File: config.mk
export PLATFORM = sky130hd
export DESIGN_NAME = pipe_skid_reg
export DESIGN_NICKNAME = d
export VERILOG_FILES = /design/src/rtl/pipe_skid_reg.sv
export SDC_FILE = /design/constraint.sdc
export NUM_CORES = 1
export LEC_CHECK = 0
export CORE_ASPECT_RATIO = 1.5
export CORE_UTILIZATION = 54
export DETAILED_ROUTE_END_ITERATION = 7
export PLACE_DENSITY = 0.94
export SYNTH_ARGS = -nofsm -noshare
export SYNTH_HDL_FRONTEND = slang
export SYNTH_SLANG_ARGS = --single-unit
export TNS_END_PERCENT = 5
File: constraint.sdc
create_clock -name clk -period 3 [get_ports clk]
set_clock_uncertainty 0.15 [all_clocks]
set_input_delay 0.6 -clock clk [delete_from_list [all_inputs] [get_ports clk]]
set_output_delay 0.6 -clock clk [all_outputs]
set_load 0.05 [all_outputs]
File: src/rtl/pipe_skid_reg.sv
`default_nettype none
// ============================================================================
// Module   : pipe_skid_reg
// Brief    : Pipeline stage register with one skid slot. in_ready comes
//            straight from a flop, so nothing downstream can ripple upstream.
// Revision : 1.0 - initial release
// ============================================================================
module pipe_skid_reg #(
    parameter int DATA_W = 16,
    parameter int RD_W   = 4
) (
    input  logic              clk,
    input  logic              rst,
    input  logic              flush,
    input  logic              in_valid,
    output logic              in_ready,
    input  logic              in_writereg,
    input  logic [RD_W-1:0]   in_rd,
    input  logic [DATA_W-1:0] in_alu_res,
    input  logic [DATA_W-1:0] in_mem_data,
    output logic              out_valid,
    input  logic              out_ready,
    output logic              out_writereg,
    output logic [RD_W-1:0]   out_rd,
    output logic [DATA_W-1:0] out_alu_res,
    output logic [DATA_W-1:0] out_mem_data,
    output logic [1:0]        occupancy
);

    localparam int c_PAY_W = 1 + RD_W + 2 * DATA_W;

    typedef enum logic [1:0] {
        ST_EMPTY = 2'd0,
        ST_FULL  = 2'd1,
        ST_SKID  = 2'd2
    } state_t;

    state_t               state_q, state_d;
    logic                 rdy_q, rdy_d;
    logic [c_PAY_W-1:0]   main_q, main_d;
    logic [c_PAY_W-1:0]   skid_q, skid_d;
    logic [c_PAY_W-1:0]   w_in_pay;
    logic                 w_accept;
    logic                 w_deliver;

    assign w_in_pay  = {in_writereg, in_rd, in_alu_res, in_mem_data};
    // A beat offered during flush is squashed, so it never loads storage.
    assign w_accept  = in_valid && rdy_q && !flush;
    assign w_deliver = (state_q != ST_EMPTY) && out_ready;

    always_comb begin
        state_d = state_q;
        main_d  = main_q;
        skid_d  = skid_q;
        case (state_q)
            ST_EMPTY: begin
                if (w_accept) begin
                    state_d = ST_FULL;
                    main_d  = w_in_pay;
                end
            end
            ST_FULL: begin
                if (w_accept && w_deliver) begin
                    main_d = w_in_pay;
                end else if (w_accept) begin
                    state_d = ST_SKID;
                    skid_d  = w_in_pay;
                end else if (w_deliver) begin
                    state_d = ST_EMPTY;
                end
            end
            ST_SKID: begin
                if (w_deliver) begin
                    state_d = ST_FULL;
                    main_d  = skid_q;
                end
            end
            default: state_d = ST_EMPTY;
        endcase
        if (flush) begin
            state_d = ST_EMPTY;
        end
        rdy_d = (state_d != ST_SKID);
    end

    always_ff @(posedge clk) begin
        if (rst) begin
            state_q <= ST_EMPTY;
            rdy_q   <= 1'b1;
            main_q  <= '0;
            skid_q  <= '0;
        end else begin
            state_q <= state_d;
            rdy_q   <= rdy_d;
            main_q  <= main_d;
            skid_q  <= skid_d;
        end
    end

    assign in_ready     = rdy_q;
    assign out_valid    = (state_q != ST_EMPTY);
    assign occupancy    = (state_q == ST_SKID) ? 2'd2 :
                          (state_q == ST_FULL) ? 2'd1 : 2'd0;
    assign out_writereg = main_q[c_PAY_W-1] & out_valid;
    assign out_rd       = main_q[2*DATA_W +: RD_W];
    assign out_alu_res  = main_q[DATA_W +: DATA_W];
    assign out_mem_data = main_q[0 +: DATA_W];

endmodule
`default_nettype wire

---- Word-level counts from Yosys, hierarchy flattened ----
Cells that the tools add are included.
word-level totals
  word-level logic and storage cells ...... 35
  bits in latches ......................... 0
  memories ................................ 0
  flip-flop bits (word level) ............. 77
  input port bits ......................... 42
  bits in writable memories ............... 0
  ROM bits ................................ 0
cells by class
  shift-type cells ........................ 0
  bitwise operators ....................... 2
  multiplexer cells ....................... 13
  $add $sub $neg .......................... 0
  eq/ne operators ......................... 6
  reductions and logical operators ........ 10
  magnitude comparators ................... 0
  multiply operators ...................... 0
  divide/modulo/power cells ............... 0
operators by type and width
  operator              count
  $mux W37              3
  $pmux W37 S3          1
  $mux W2               7
  $ne A2 B2 Y1 const B  4
  $pmux W2 S3           1
  $logic_and A1 B1 Y1   4
  $reduce_and A4 Y1     1
  $reduce_and A3 Y1     1
  $reduce_bool A3 Y1    1
  $eq A2 B1 Y1 const B  1
  $eq A2 B2 Y1 const B  1
  $logic_not A2 Y1      1
  $reduce_bool A2 Y1    1
  $and A1 B1 Y1         1
  $logic_not A1 Y1      1
  $mux W1               1
  $not A1 Y1            1

---- Depth between registers and ports, before layout ----
  word-level depth ........................ 8
  depth in mapped cells ................... 7
  gate-level depth less buffers ........... 5

---- Least setup slack after synthesis ----
OpenSTA, ideal clock, no wires.
  path type ............................... flip-flop to flip-flop
  start point ............................. reg rdy_q (netlist: in_ready)
  end point ............................... reg skid_q[10]
  arrival ................................. 1.654 ns
  library setup time ...................... 0.132 ns
  path buffers ............................ 2
  required time ........................... 2.718 ns
  path slack .............................. 1.063 ns
  stages on the path, launching flop included .. 7
  cell sequence ........................... dfxtp_1 -> nand4b_1 -> or3_1 -> buf_4 -> buf_6 -> nand2_1 -> a21oi_1
on the way
  cells in the longest elaborated chain, start to end .. 5
ends and longest elaborated chain
  item                                  line  text
  start, declared                       39    logic rdy_q, rdy_d;
  start signal, assigned                94    rdy_q <= rdy_d;
  $logic_and A1 B1 Y1 * (2 in series)   48    assign w_accept = in_valid && rdy_q && !flush;
  $logic_and A1 B1 Y1                   63    if (w_accept && w_deliver) begin
  $not A1 Y1 (no source line)           n/a
  $reduce_and A3 Y1 (no source line) *  n/a
  end signal, assigned                  96    skid_q <= skid_d;
  end, declared                         41    logic [c_PAY_W-1:0] skid_q, skid_d;
Mark *: on every way between the ends. The rest lies on a longest branch, timed or not.
A chain may end at the register's enable or synchronous reset.

---- Final worst setup path ----
  start point ............................. reg state_q[1]
  end point ............................... out out_writereg
on the way
  cells in the longest elaborated chain, start to end .. 2
ends and longest elaborated chain
  item                    line  text
  start, declared         38    state_t state_q, state_d;
  start signal, assigned  93    state_q <= state_d;
  $reduce_bool A2 Y1      101   assign out_valid = (state_q != ST_EMPTY);
  $and A1 B1 Y1           104   assign out_writereg = main_q[c_PAY_W-1] & out_valid;
  end, declared           23    output logic out_writereg,
No other way between the ends.

==> results_dict.tcl <==
set metrics [dict create \
    clk_latency_ps 330 \
    top_level_ports 83 \
    yosys.area.top_type "dfxtp_1" \
    fin_crit_sh_pct 88.0 \
    clk_path_buf_depth 2 \
    hold_slack_ps 307 \
    cts_hold_buf 0 \
    cts_root_buf "clkbuf_8" \
    synth_area_per_cell_um2 9.31 \
    vias 2668 \
    die-area_um2 6870 \
    mostFrequentLayoutCells "clkdlybuf4s50_1 (80), dfxtp_1 (77), nand2_1 (75)" \
    finalWeightedCongestion 0.803 \
    mostFrequentLayoutCell "clkdlybuf4s50_1" \
    synthesis.nets 421 \
    n_antenna_cell 0 \
    pwr_density_cell_nw_per_um2 515 \
    finalSetupViolCount 0 \
    cts_resized 0 \
    grt_pass1_vias 2641 \
    synth_seq_area_share_pct 43.7 \
    async_reset_ff_share_pct 0 \
    outcome "completed" \
    synth_cell_types 27 \
    die_x_um 68 \
    worstSetupPathType "flop to output port" \
    hold_viol_final 0 \
    routed_wl_um 7220 \
    critPathMaxFanout 6 \
    numCtsBuffers 9 \
    cp_data_required_time_ps 2250 \
    arrival_ps 1890 \
    grt_antenna_before_repair 0 \
    path_buf_inv 1 \
    r2r_slack_ps 770 \
    rsz0062_at_grt "no" \
    synthAdderAreaFrac_pct 0 \
    dpl.hpwl_um 4870 \
    muxShareOfSynthArea_pct 10.5 \
    synth_warnings 0 \
    endpoint_kind "output port" \
    wl_per_cell_um 14.6 \
    leakage_nw 1.70 \
    synth_top_area_share_pct 43.7 \
    hp-class "flop to flop" \
    grt_remaining_overflow 0 \
    cts_setup_buffers 0 \
    synth_ff_type "dfxtp_1" \
    cpLargestDelayFamily "buffers and inverters" \
    drt-pass1-iter-count 4 \
    slew-limit-headroom_pct 56.5 \
    synth_area_leaders "dfxtp_1 (44%), a211oi_2 (11%), mux2i_1 (10%)" \
    num_rows 35 \
    die_h_um 101 \
    grt_pass1_wl_um 11500 \
    worstSetupStartpointType "flop" \
    synth_compound_area_share_pct 18.2 \
    ir_drop_uv 513 \
    worst_pin_slew_ps 653 \
    portBuffers 82 \
    syn_inst 379 \
    synth-simple-area-share_pct 14.3 \
    final.min_clock_period_ps 2640 \
    final_antenna_net_count 0 \
    maxCapViolations 0 \
    initial_core_util_pct 56.7 \
    syn_to_final_growth_pct 20.1 \
    ys_ff_latch 77 \
    grt_usage_pct 22.3 \
    cts_tree "built" \
    clock-sinks 77 \
    syn_area_um2 3530 \
    max_stage_delay_ps 710 \
    path_clk_slew_ps 80 \
    final_nets 457 \
    coreArea_um2 6220 \
    vias_per_cell 5.40 \
    crit_chain "or2_2 -> and2_1 -> clkdlybuf4s50_1" \
    grt_max_degree 77 \
    synth-xor-area-share_pct 0.248 \
    synth_edf_count 0 \
    drtIter0Drc 118 \
    setup-tns-final_ps 0 \
    drv_slew 0 \
    slowest_stage "clkdlybuf4s50_1" \
    fmax_mhz 379 \
    htree_levels 3 \
    synth_top_family_by_area "compound AO/OA/AOI/OAI gates" \
    drive_above_1_share_pct 14.0 \
    drcViolationCount 0 \
]
-- cell families after synthesis --
| group | Yosys count |
|---|---|
| buf+inv | 65 |
| simple gates | 122 |
| mux | 37 |
| compound gates | 77 |
| flops | 77 |
| xor+xnor | 1 |
-- worst register-to-register path, stage by stage, from the launching register on --
cell,delay (ps)
dfxtp_1,390
nand2b_2,570
inv_2,140
a22o_2,320
buf_4,260
nor2_1,200
a211oi_2,70
-- power breakdown --
| part | switching [mW] | total (mW) | internal (mW) |
|---|---|---|---|
| registers | 0.0227 | 1.09 | 1.06 |
| clock network | 0.360 | 0.680 | 0.320 |
| logic | 0.252 | 0.417 | 0.165 |
-- registers in the layout (all words and copies together), names as in the netlist --
signal	count
main_q	37
state_q	2
skid_q	37
in_ready	1
-- synthesized netlist by cell type, drive strengths merged (2+ instances only) --
cell and count:
mux2i 37, nor3 2, nor2 37, a21oi 37
buf 54, nand2 75, a211oi 37, dfxtp 77
inv 2, clkbuf 9, nand2b 2
-- final cells by class --
class / instances / area (µm²)
Inverter: 2 / 7.51
Clock buffer: 10 / 138
Tap cell: 74 / 92.6
Sequential cell: 77 / 1540
Clock inverter: 6 / 38.8
Fill cell: 481 / 1980
Timing Repair Buffer: 88 / 896
Multi-Input combinational cell: 237 / 1530
-- through the flow --
stage	utilization, %	worst slack, ps	power [mW]	cell area, µm²	std cells
detailed placement	65.3	463	1.53	4060	478
floorplan	-	1060	1.42	3530	379
global route	68.2	299	2.27	4240	494
finish	68.2	359	2.18	4240	494
CTS	68.2	340	2.20	4240	494
global placement	65.3	595	1.51	4060	478
-- path summary, 6_finish.rpt --
path | start | to | cells after the start
max | state_q[1] | out_writereg | 3
min | skid_q[31] | skid_q[31] | 2
max reg2reg | state_q[0] | main_q[13] | 6
min reg2reg | skid_q[31] | skid_q[31] | 2
-- per-layer routing --
metal / vias up / GRT usage, % / wire [µm]
met2: 68 / 40.1 / 3970
met3: 15 / 3.85 / 265
met5: - / 0 / 0
met4: 0 / 13.1 / 180
met1: 1265 / 23.1 / 2810
li1: 1320 / - / -
(Power assumes the default switching activity.)
